--- src/rtl/ai_player.sv ---
// Computer opponent for the tug-of-war game.
// A prescaled tick clocks a 10-bit LFSR. On each tick in IDLE the pre-advance LFSR
// value is compared against the difficulty threshold to decide whether to "press".
// A press holds for HOLD_TICKS ticks, then is forced low for RELEASE_TICKS ticks.
module ai_player #(
    parameter int DIV_WIDTH     = 20,
    parameter int HOLD_TICKS    = 2,
    parameter int RELEASE_TICKS = 2
) (
    input  logic       i_clk,
    input  logic       i_rst_n,
    input  logic       i_enable,
    input  logic [8:0] i_difficulty,
    output logic       o_press,
    output logic       o_pulse,
    output logic [9:0] o_lfsr_q
);

    localparam logic [1:0] S_IDLE    = 2'd0;
    localparam logic [1:0] S_PRESS   = 2'd1;
    localparam logic [1:0] S_RELEASE = 2'd2;

    localparam logic [3:0] C_HOLD = 4'(HOLD_TICKS);
    localparam logic [3:0] C_REL  = 4'(RELEASE_TICKS);

    logic [DIV_WIDTH-1:0] r_div;
    logic [9:0]           r_lfsr;
    logic [1:0]           r_state;
    logic [1:0]           w_state_nxt;
    logic [3:0]           r_cnt;
    logic [3:0]           w_cnt_nxt;
    logic                 r_pulse;
    logic                 w_pulse_nxt;
    logic                 w_tick;
    logic                 w_hit;

    // Tick fires during the last count of each prescaler period.
    assign w_tick = &r_div;

    // Threshold compare uses the LFSR value before this tick's advance.
    assign w_hit = i_enable & ({1'b0, i_difficulty} > r_lfsr);

    // Free-running prescaler; wraps naturally.
    always_ff @(posedge i_clk or negedge i_rst_n) begin
        if (!i_rst_n) r_div <= '0;
        else          r_div <= r_div + 1'b1;
    end

    // XNOR LFSR (taps 10,7) advances on every tick; all-ones is unreachable from zero.
    always_ff @(posedge i_clk or negedge i_rst_n) begin
        if (!i_rst_n)    r_lfsr <= '0;
        else if (w_tick) r_lfsr <= {r_lfsr[8:0], ~(r_lfsr[9] ^ r_lfsr[6])};
    end

    // State register with tick counter and start-of-press strobe.
    always_ff @(posedge i_clk or negedge i_rst_n) begin
        if (!i_rst_n) begin
            r_state <= S_IDLE;
            r_cnt   <= '0;
            r_pulse <= 1'b0;
        end else begin
            r_state <= w_state_nxt;
            r_cnt   <= w_cnt_nxt;
            r_pulse <= w_pulse_nxt;
        end
    end

    // Next-state logic: press on a hit, hold/release by tick count, abort hold when disabled.
    always_comb begin
        w_state_nxt = r_state;
        w_cnt_nxt   = r_cnt;
        w_pulse_nxt = 1'b0;
        case (r_state)
            S_IDLE: begin
                if (w_tick && w_hit) begin
                    w_state_nxt = S_PRESS;
                    w_cnt_nxt   = C_HOLD;
                    w_pulse_nxt = 1'b1;
                end
            end
            S_PRESS: begin
                if (!i_enable) begin
                    w_state_nxt = S_RELEASE;
                    w_cnt_nxt   = C_REL;
                end else if (w_tick) begin
                    if (r_cnt == 4'd1) begin
                        w_state_nxt = S_RELEASE;
                        w_cnt_nxt   = C_REL;
                    end else begin
                        w_cnt_nxt = r_cnt - 4'd1;
                    end
                end
            end
            S_RELEASE: begin
                // The tick that ends RELEASE never starts a new press.
                if (w_tick) begin
                    if (r_cnt == 4'd1) begin
                        w_state_nxt = S_IDLE;
                        w_cnt_nxt   = '0;
                    end else begin
                        w_cnt_nxt = r_cnt - 4'd1;
                    end
                end
            end
            default: begin
                w_state_nxt = S_IDLE;
                w_cnt_nxt   = '0;
            end
        endcase
    end

    // Outputs decode directly from registers so reset drops them immediately.
    always_comb begin
        o_press  = (r_state == S_PRESS);
        o_pulse  = r_pulse;
        o_lfsr_q = r_lfsr;
    end

endmodule

--- config.mk ---
export PLATFORM = sky130hd
export DESIGN_NAME = ai_player
export DESIGN_NICKNAME = d
export VERILOG_FILES = /design/src/rtl/ai_player.sv
export SDC_FILE = /design/constraint.sdc
export NUM_CORES = 1
export LEC_CHECK = 0
export ABC_AREA = 1
export BUFFER_PORTS_ARGS = -buffer_cell sky130_fd_sc_hd__buf_2
export CORE_UTILIZATION = 55
export CTS_CLUSTER_DIAMETER = 50
export CTS_CLUSTER_SIZE = 10
export DETAILED_ROUTE_END_ITERATION = 16
export GPL_TIMING_DRIVEN = 1
export PLACE_DENSITY = 0.76
export SLEW_MARGIN = 20
export SYNTH_ARGS = -nofsm -noshare
export SYNTH_HDL_FRONTEND = slang
export SYNTH_SLANG_ARGS = --single-unit
--- constraint.sdc ---
create_clock -name i_clk -period 3.1 [get_ports i_clk]
set_input_delay 0.62 -clock i_clk [delete_from_list [all_inputs] [get_ports i_clk]]
set_output_delay 0.62 -clock i_clk [all_outputs]
set_load 0.005 [all_outputs]
==> impl_metrics.json <==
{
  "grt_pass1_wl_um": 6130,
  "max-slew-margin-rel_pct": 47.3,
  "vias": 1457,
  "slew_violations": 0,
  "cts_htree_levels": 2,
  "num_io_pins": 24,
  "cp.required_ns": 3.34,
  "antenna_found_initial": 0,
  "hold_buffers": 0,
  "rsz0062_at_grt": "false",
  "setup.worst_path.class": "reg2reg",
  "start_kind": "register",
  "finalNetCount": 280,
  "die_w_um": 62.6,
  "endpoint_kind": "register",
  "multi_input_area_um2": 946,
  "setup_violations": 0,
  "rows": 21,
  "r2r_slack_ns": 1.37,
  "fin_hold_ws_ns": 0.346,
  "cts_resized": 0,
  "fin_skew_ns": 0.0116,
  "syn_nets": 251,
  "core_region_area_mm2": 0.00342,
  "cp_cell_sequence": "ha_1 > nand2_2 > nor2_4 > nand2_4 > nor2_8 > nand2_4 > nand2_4 > nand2_2 > nand2_4 > nand2_2 > nand2_1 > nand2_1",
  "syn_area_per_cell_um2": 8.90,
  "layout_commonest_cell": "nand2_1",
  "drive_gt1_share_pct": 19.8,
  "grtUsageMet2_pct": 30.6,
  "r2r-start": "r_div[0]",
  "min_path_type": "in2async",
  "port_buffers": 23,
  "status": "finished, final reports clean",
  "critPathSlowestCell": "dfrtp_1",
  "arrival_ns": 1.97,
  "max_clock_freq_mhz": 578,
  "pwr_density_cell_mw_per_mm2": 339,
  "yosysSeqAreaShare_pct": 45.8,
  "period_share_pct": 55.8,
  "pre_cts_slack_ns": 1.15,
  "leakagePower_uw": 0.00126,
  "drt_iter0_drc": 55,
  "utilization_pct": 65.6,
  "synth_cell_types": 27,
  "num-fill-cells": 282,
  "synthToLayoutAreaGrowth_pct": 11.0,
  "die_area_mm2": 0.00392,
  "irDropWorstVdd_mv": 0.264,
  "ant_nets": 0,
  "cts_buffers": 5,
  "fin_crit_ns": 1.73,
  "gp_congestion": 0.817,
  "die_y_um": 62.6,
  "yosys_warnings": 0,
  "worst_pin_slew_ns": 0.791,
  "maxCapViolCount": 0,
  "grt_pass1_vias": 1410,
  "worstRegToRegCells": 12,
  "grt_overflow": 0,
  "cts_max_path_buffers": 2,
  "syn_inst": 227,
  "r2r_end": "r_state[0]",
  "cts.root.buffer_cell": "clkbuf_4",
  "gr-usage-met1_pct": 27.5,
  "routed_wirelength_um": 3300,
  "hold_violations": 0,
  "cts_setup_buffers": 0,
  "vias_per_cell": 4.81,
  "initial_utilization_pct": 59.1,
  "met3_usage_pct": 5.47,
  "crit_top_cell": "nand2_4",
  "cts_sinks": 37,
  "clk_latency_ns": 0.34,
  "wl_per_cell_um": 10.9,
  "first_pass_iters": 4,
  "finalSetupTns_ns": 0,
  "dp_hpwl_um": 2530,
  "seq_area_um2": 926,
  "finalWorstSetupSlack_ns": 1.37,
  "slowest_delay_ns": 0.39,
  "final_cell_mix": "51 x nand2_1, 37 x dfrtp_1, 36 x inv_1, 23 x buf_2, 14 x nand3_1",
  "drc": 0,
  "grt_max_degree": 38,
  "clk_pin_slew_ns": 0.12,
  "synth_area_mm2": 0.00202,
  "crit_fanout": 19,
  "cts_tree": "yes",
  "n_antenna_cell": 0,
  "ys_seq_elements": 37,
  "busiest_layer": "met2",
  "track_usage_pct": 20.1
}
## registers in the layout (all words and copies together), names as in the netlist
signal and count:
r_state 2, r_cnt 4, r_div 20, o_pulse 1
o_lfsr_q 10
## layer usage
layer / routed length [um] / up-vias
met1: 1700 / 666
li1: - / 769
met5: 0 / -
met4: 34 / 0
met2: 1470 / 18
met3: 108 / 4
## cells in the mapped netlist
master / n / area share, %
nor4_2: 1 / 0.62
ha_1: 12 / 7.4
nand3b_1: 1 / 0.37
xor2_1: 12 / 5.2
nor4_1: 1 / 0.31
clkbuf_2: 1 / 0.25
a21o_1: 1 / 0.37
nand2_2: 6 / 1.9
nor2_1: 13 / 2.4
nor2_2: 2 / 0.62
nand2_1: 51 / 9.5
or2_1: 1 / 0.31
nand2_4: 4 / 2.2
dfrtp_1: 37 / 46
nor2_8: 1 / 0.99
nand3_2: 1 / 0.50
o21ai_0: 12 / 3.0
o221ai_1: 1 / 0.43
nor2_4: 2 / 1.1
inv_1: 36 / 6.7
xnor2_1: 8 / 3.5
nand4_1: 4 / 1.2
nand3_1: 14 / 3.5
a21oi_1: 1 / 0.25
a21boi_0: 1 / 0.37
inv_2: 2 / 0.37
nor3_4: 1 / 0.81
## through the flow
| stage | power, uW | std cells | area (um^2) |
|---|---|---|---|
| final | 760 | 303 | 2240 |
| after floorplan | 506 | 227 | 2020 |
| after global routing | 797 | 303 | 2240 |
| after CTS | 771 | 303 | 2240 |
| after detailed placement | 526 | 295 | 2190 |
| after global placement | 525 | 295 | 2190 |
## where the power goes
group / internal (uW) / leakage (uW) / total, uW / switching [uW]
registers: 482 / 0.000492 / 482 / 0
clock network: 85.5 / 0.0000310 / 245 / 159
logic: 12.7 / 0.000733 / 33.1 / 20.5
## area by class of cell
type                            instances  area share (%)
Timing Repair Buffer                   23            5.13
Multi-Input combinational cell        151            42.2
Clock buffer                            5            1.67
Tap cell                               46            2.57
Clock inverter                          3           0.781
Sequential cell                        37            41.3
Inverter                               38            6.36
## worst max-delay path by stage
stage / to / start / depth (start not counted)
final: r_state[0] / r_div[0] / 12
after detailed placement: r_state[0] / i_difficulty[8] / 11
after global routing: r_state[1] / r_div[0] / 12
after floorplan: r_state[1] / i_difficulty[7] / 10
after global placement: r_state[0] / i_difficulty[7] / 11
after CTS: r_state[0] / r_div[0] / 12
## kinds of logic (layout without fill, tap and decap cells)
family / after synthesis / in the layout / share of synthesized area [%]
compound gates: 16 / 16 / 4.40
xor+xnor: 20 / 20 / 8.67
fa+ha+maj: 12 / 12 / 7.43
buf+inv: 39 / 69 / 7.31
flops: 37 / 37 / 45.8
simple gates: 103 / 103 / 26.3
## worst max-delay path, delay by kind of cell, from the launching register on
family	cells	cell delay, ns
fa+ha+maj	1	0.20
flops	1	0.39
simple gates	11	1.05
No activity file was read; power rests on OpenSTA's default activity.
